<file path="src/rtl/sample_framer.sv">
`default_nettype none
// ============================================================================
// Module   : sample_framer
// Purpose  : Assembles a valid/ready stream of signed 12-bit samples into
//            8-sample windows with a hop of 4 or 8 samples and presents each
//            window, with a frame index, on eight parallel outputs.
// Revision : 1.0 - initial release
// ============================================================================
module sample_framer #(
  parameter int HOP   = 8,
  parameter int IDX_W = 8
) (
  input  logic                    clk,
  input  logic                    rst_n,
  input  logic signed [11:0]      s_data,
  input  logic                    s_valid,
  output logic                    s_ready,
  input  logic                    flush,
  output logic signed [11:0]      frame0,
  output logic signed [11:0]      frame1,
  output logic signed [11:0]      frame2,
  output logic signed [11:0]      frame3,
  output logic signed [11:0]      frame4,
  output logic signed [11:0]      frame5,
  output logic signed [11:0]      frame6,
  output logic signed [11:0]      frame7,
  output logic                    f_valid,
  input  logic                    f_ready,
  output logic [IDX_W-1:0]        frame_idx
);

  localparam logic [3:0] c_FULL = 4'd8;
  localparam logic [3:0] c_HOP  = 4'(HOP);

  // Only 50 % overlap or no overlap is meaningful for the 8-point path.
  generate
    if (HOP != 4 && HOP != 8) begin : g_bad_hop
      $error("sample_framer: HOP must be 4 or 8");
    end
  endgenerate

  logic [11:0]      hist_q [8];
  logic [11:0]      hist_d [8];
  logic [11:0]      out_q  [8];
  logic [11:0]      out_d  [8];
  logic [3:0]       fill_q, fill_d;
  logic [3:0]       ncnt_q, ncnt_d;
  logic             f_valid_q, f_valid_d;
  logic [IDX_W-1:0] idx_q, idx_d;

  logic       accept;
  logic       consume;
  logic       next_completes;
  logic       completes;
  logic [3:0] fill_inc;
  logic [3:0] ncnt_inc;

  // Handshake decode; whether the next sample would close a window depends
  // only on registered counters, so only f_ready and flush reach s_ready
  // combinationally. The first window after a restart needs ncnt to reach 8,
  // which is implied by fill reaching 8 since both restart together.
  always_comb begin
    fill_inc       = (fill_q == c_FULL) ? c_FULL : fill_q + 4'd1;
    ncnt_inc       = ncnt_q + 4'd1;
    next_completes = (fill_inc == c_FULL) && (ncnt_inc >= c_HOP);
    s_ready        = flush || !(next_completes && f_valid_q && !f_ready);
    accept         = s_valid && s_ready;
    consume        = f_valid_q && f_ready;
    completes      = accept && !flush && next_completes;
  end

  // Next-state: history shift, counters, window capture and frame index.
  always_comb begin
    hist_d    = hist_q;
    out_d     = out_q;
    fill_d    = fill_q;
    ncnt_d    = ncnt_q;
    f_valid_d = f_valid_q;
    idx_d     = idx_q;

    if (accept) begin
      for (int k = 0; k < 7; k++) begin
        hist_d[k] = hist_q[k + 1];
      end
      hist_d[7] = s_data;
    end

    if (flush) begin
      // A sample taken alongside flush is the first of the new window.
      fill_d = accept ? 4'd1 : 4'd0;
      ncnt_d = accept ? 4'd1 : 4'd0;
    end else if (accept) begin
      fill_d = fill_inc;
      ncnt_d = completes ? 4'd0 : ncnt_inc;
    end

    if (consume) begin
      f_valid_d = 1'b0;
      idx_d     = idx_q + IDX_W'(1);
    end

    // A completion overrides a same-cycle consume: the new window follows.
    if (completes) begin
      out_d     = hist_d;
      f_valid_d = 1'b1;
    end
  end

  // State registers with asynchronous clear.
  always_ff @(posedge clk or negedge rst_n) begin
    if (!rst_n) begin
      for (int k = 0; k < 8; k++) begin
        hist_q[k] <= 12'd0;
        out_q[k]  <= 12'd0;
      end
      fill_q    <= 4'd0;
      ncnt_q    <= 4'd0;
      f_valid_q <= 1'b0;
      idx_q     <= '0;
    end else begin
      hist_q    <= hist_d;
      out_q     <= out_d;
      fill_q    <= fill_d;
      ncnt_q    <= ncnt_d;
      f_valid_q <= f_valid_d;
      idx_q     <= idx_d;
    end
  end

  assign frame0    = out_q[0];
  assign frame1    = out_q[1];
  assign frame2    = out_q[2];
  assign frame3    = out_q[3];
  assign frame4    = out_q[4];
  assign frame5    = out_q[5];
  assign frame6    = out_q[6];
  assign frame7    = out_q[7];
  assign f_valid   = f_valid_q;
  assign frame_idx = idx_q;

endmodule
`default_nettype wire

</file>
<file path="config.mk">
export PLATFORM = sky130hd
export DESIGN_NAME = sample_framer
export DESIGN_NICKNAME = d
export VERILOG_FILES = /design/src/rtl/sample_framer.sv
export SDC_FILE = /design/constraint.sdc
export NUM_CORES = 1
export LEC_CHECK = 0
export BUFFER_PORTS_ARGS = -buffer_cell sky130_fd_sc_hd__buf_2
export CELL_PAD_IN_SITES_DETAIL_PLACEMENT = 1
export CELL_PAD_IN_SITES_GLOBAL_PLACEMENT = 2
export CORE_UTILIZATION = 35
export CTS_BUF_LIST = sky130_fd_sc_hd__clkbuf_4 sky130_fd_sc_hd__clkbuf_8
export DETAILED_ROUTE_END_ITERATION = 12
export GPL_TIMING_DRIVEN = 0
export PLACE_DENSITY = 0.78
export SKIP_LAST_GASP = 1
export SLEW_MARGIN = 20
export SYNTH_ARGS = -nofsm -noshare
export SYNTH_HDL_FRONTEND = slang
export SYNTH_SLANG_ARGS = --single-unit
</file>
<file path="constraint.sdc">
create_clock -name clk -period 6.4 [get_ports clk]
set_clock_uncertainty 0.1 [all_clocks]
set_input_delay 0.96 -clock clk [delete_from_list [all_inputs] [get_ports clk]]
set_output_delay 0.96 -clock clk [all_outputs]
set_load 0.05 [all_outputs]
</file>
==> results_dict.tcl <==
set metrics [dict create \
    status "finished, final reports clean" \
    power_density_nw_per_um2 273 \
    cts-root-buf "clkbuf_8" \
    final_nets 1026 \
    fp.dieW_um 153 \
    cts_tree "built" \
    cts_setup_buffers 0 \
    syn_nets 884 \
    drv_cap 0 \
    grt_pass1_wl_um 35000 \
    r2r_end "frame7[6]$_DFFE_PN0P_" \
    period_share 0.541 \
    grt-ovfl-total 0 \
    ys_ff_latch 197 \
    grt_max_degree 94 \
    drc 0 \
    grt_use_total 0.192 \
    ys_warn_count 0 \
    whs_ns 0.192 \
    io_pins 123 \
    cts_buffer_depth 2 \
    pre_cts_slack_ns 3.15 \
    worst_hold_path_type "input pin to async pin" \
    die_area_um2 23300 \
    setup_ws_ns 2.94 \
    syn_area_per_cell_um2 9.21 \
    r2r-start "fill_q[0]$_DFFE_PN0P_" \
    r2r_cells 8 \
    core_area_um2 22000 \
    via_per_inst 4.70 \
    final-setup-viol-count 0 \
    routabilityCongestion 0.745 \
    cts_resized 0 \
    fmax_mhz 289 \
    postRouteAntennaNets 0 \
    num_rows 54 \
    hold_violations 0 \
    relSlewSlack 0.587 \
    crit_fanout 6 \
    finalCriticalPeriod_ns 3.46 \
    cts-htree-levels 4 \
    cp.required_ns 5.34 \
    die_y_um 153 \
    fin_setup_tns_ns 0 \
    antenna_cells 0 \
    drv_slew 0 \
    critPathCaptureType "output pin" \
    syn2layout_area_growth_pct 17.4 \
    drive_above_1_share 0.191 \
    clock-sinks 197 \
    crit_path_start_kind "flop" \
    start_util 0.361 \
    wire_per_inst_um 16.1 \
    worst_pin_slew_ns 0.620 \
    max-vdd-ir-drop_v 0.0000952 \
    power_leakage_nw 4.85 \
    seqCellArea_um2 4930 \
    dp_hpwl_um 14600 \
    netlist_area_um2 7950 \
    ys_types 34 \
    multi_input_area_um2 2380 \
    hold_buffers 0 \
    antenna_found_initial 0 \
    seq_area_frac_synth 0.620 \
    port_buffers 121 \
    clk_latency_ns 0.47 \
    netlist_instances 863 \
    drt_first_pass_iters 6 \
    vias 6092 \
    regToRegSetupSlack_ns 3.64 \
    rsz0062_at_grt "false" \
    path_class "flop to output pin" \
    drt_iter0_drc 251 \
    cts_made_buffers 17 \
    nFillCells 2621 \
    grt_pass1_vias 6459 \
    clk_pin_slew_ns 0.10 \
    fin_util 0.423 \
    wl_um 20800 \
    arrival_ns 2.40 \
]
==> cell families (layout without fill, tap and decap cells) <==
family,Yosys count,count (layout),share of synthesized area
buf+inv,154,307,0.0798
flops,197,197,0.620
simple gates,382,382,0.202
xor+xnor,9,9,0.00992
mux,2,2,0.00315
fa+ha+maj,4,4,0.00630
compound gates,115,115,0.0781
==> power by group <==
part,switching (mW),internal (mW)
sequential,0.0888,1.35
clock,0.455,0.320
combinational,0.246,0.0849
==> synthesized netlist by cell type, drive strengths merged <==
| cell | n | area share |
|---|---|---|
| mux2i | 1 | 0.0017 |
| nor3 | 1 | 0.00063 |
| buf | 36 | 0.024 |
| nor4 | 1 | 0.0016 |
| nand2b | 3 | 0.0024 |
| a21oi | 6 | 0.0038 |
| nor2 | 3 | 0.0014 |
| ha | 4 | 0.0063 |
| xor2 | 2 | 0.0022 |
| o41ai | 1 | 0.0020 |
| o21ai | 99 | 0.062 |
| o211ai | 1 | 0.00095 |
| clkbuf | 17 | 0.0080 |
| nand4 | 1 | 0.00079 |
| nand3 | 104 | 0.066 |
| nand3b | 1 | 0.00095 |
| a21o | 2 | 0.0019 |
| or3 | 1 | 0.00079 |
| a22o | 1 | 0.0011 |
| or4 | 1 | 0.00095 |
| o21bai | 1 | 0.00095 |
| inv | 101 | 0.048 |
| o41a | 1 | 0.0014 |
| o31ai | 1 | 0.0016 |
| nor2b | 2 | 0.0016 |
| nand2 | 261 | 0.12 |
| mux2 | 1 | 0.0014 |
| a31o | 1 | 0.0011 |
| and3 | 3 | 0.0024 |
| dfrtp | 197 | 0.62 |
| xnor2 | 7 | 0.0077 |
| a21boi | 1 | 0.00095 |
==> metal layers <==
layer,wire length (um),vias up,part of all wire,track usage
li1,-,3001,-,-
met1,10100,2983,0.48,0.263
met2,10000,93,0.48,0.312
met3,539,15,0.026,0.0338
met4,215,0,0.010,0.0548
met5,0,-,0,0
==> per-stage QoR <==
| step | power [mW] | instance area, um2 | cells |
|---|---|---|---|
| 2_1_floorplan | 1.66 | 7950 | 863 |
| 3_3_place_gp | 1.79 | 8900 | 1264 |
| 3_5_place_dp | 1.80 | 8970 | 1266 |
| 4_1_cts | 2.58 | 9330 | 1296 |
| 5_1_grt | 2.67 | 9330 | 1296 |
| 6_report | 2.54 | 9330 | 1296 |
==> worst max path at each step <==
stage                                startpoint               endpoint  slack (ns)  cells after the start
final                     fill_q[0]$_DFFE_PN0P_                s_ready        2.94                      6
after global routing      fill_q[0]$_DFFE_PN0P_                s_ready        2.79                      6
after CTS                 fill_q[0]$_DFFE_PN0P_                s_ready        2.88                      5
after global placement                    rst_n  frame4[9]$_DFFE_PN0P_        0.78                      1
after floorplan                           flush                s_ready        3.35                      4
after detailed placement                  flush                s_ready        3.15                      5
==> area by class of cell <==
| class | instances | share of cell area |
|---|---|---|
| inverter | 101 | 0.0407 |
| clock buffer | 19 | 0.0274 |
| buffer | 53 | 0.0274 |
| timing repair buffer | 123 | 0.0719 |
| clock inverter | 11 | 0.0111 |
| sequential | 197 | 0.529 |
| tap | 280 | 0.0376 |
| multi-input combinational | 512 | 0.255 |
==> cell usage in the layout (no fill, tap or decap), drive strengths merged, types with 2 or more instances in the layout <==
cell type  count
o21ai         99
and3           3
nor2           3
buf          159
nand2b         3
clkbuf        36
nor2b          2
nand2        261
clkinvlp       5
xor2           2
dfrtp        197
a21oi          6
xnor2          7
inv          103
a21o           2
ha             4
clkinv         3
nand3        104
==> registers in the layout (all words and copies together), names as in the netlist, 8 cells and up <==
| name | flops |
|---|---|
| frame3 | 12 |
| hist_q | 84 |
| frame2 | 12 |
| frame_idx | 8 |
| frame6 | 12 |
| frame7 | 12 |
| frame1 | 12 |
| frame0 | 12 |
| frame5 | 12 |
| frame4 | 12 |
==> worst max-delay path: stages (launching register included) <==
cell     delay, ns
dfrtp_1       0.42
inv_1         0.10
ha_1          0.33
nor2b_1       0.15
mux2i_2       0.14
or4_1         0.55
buf_2         0.24
No activity file was read; power rests on OpenSTA's default activity.
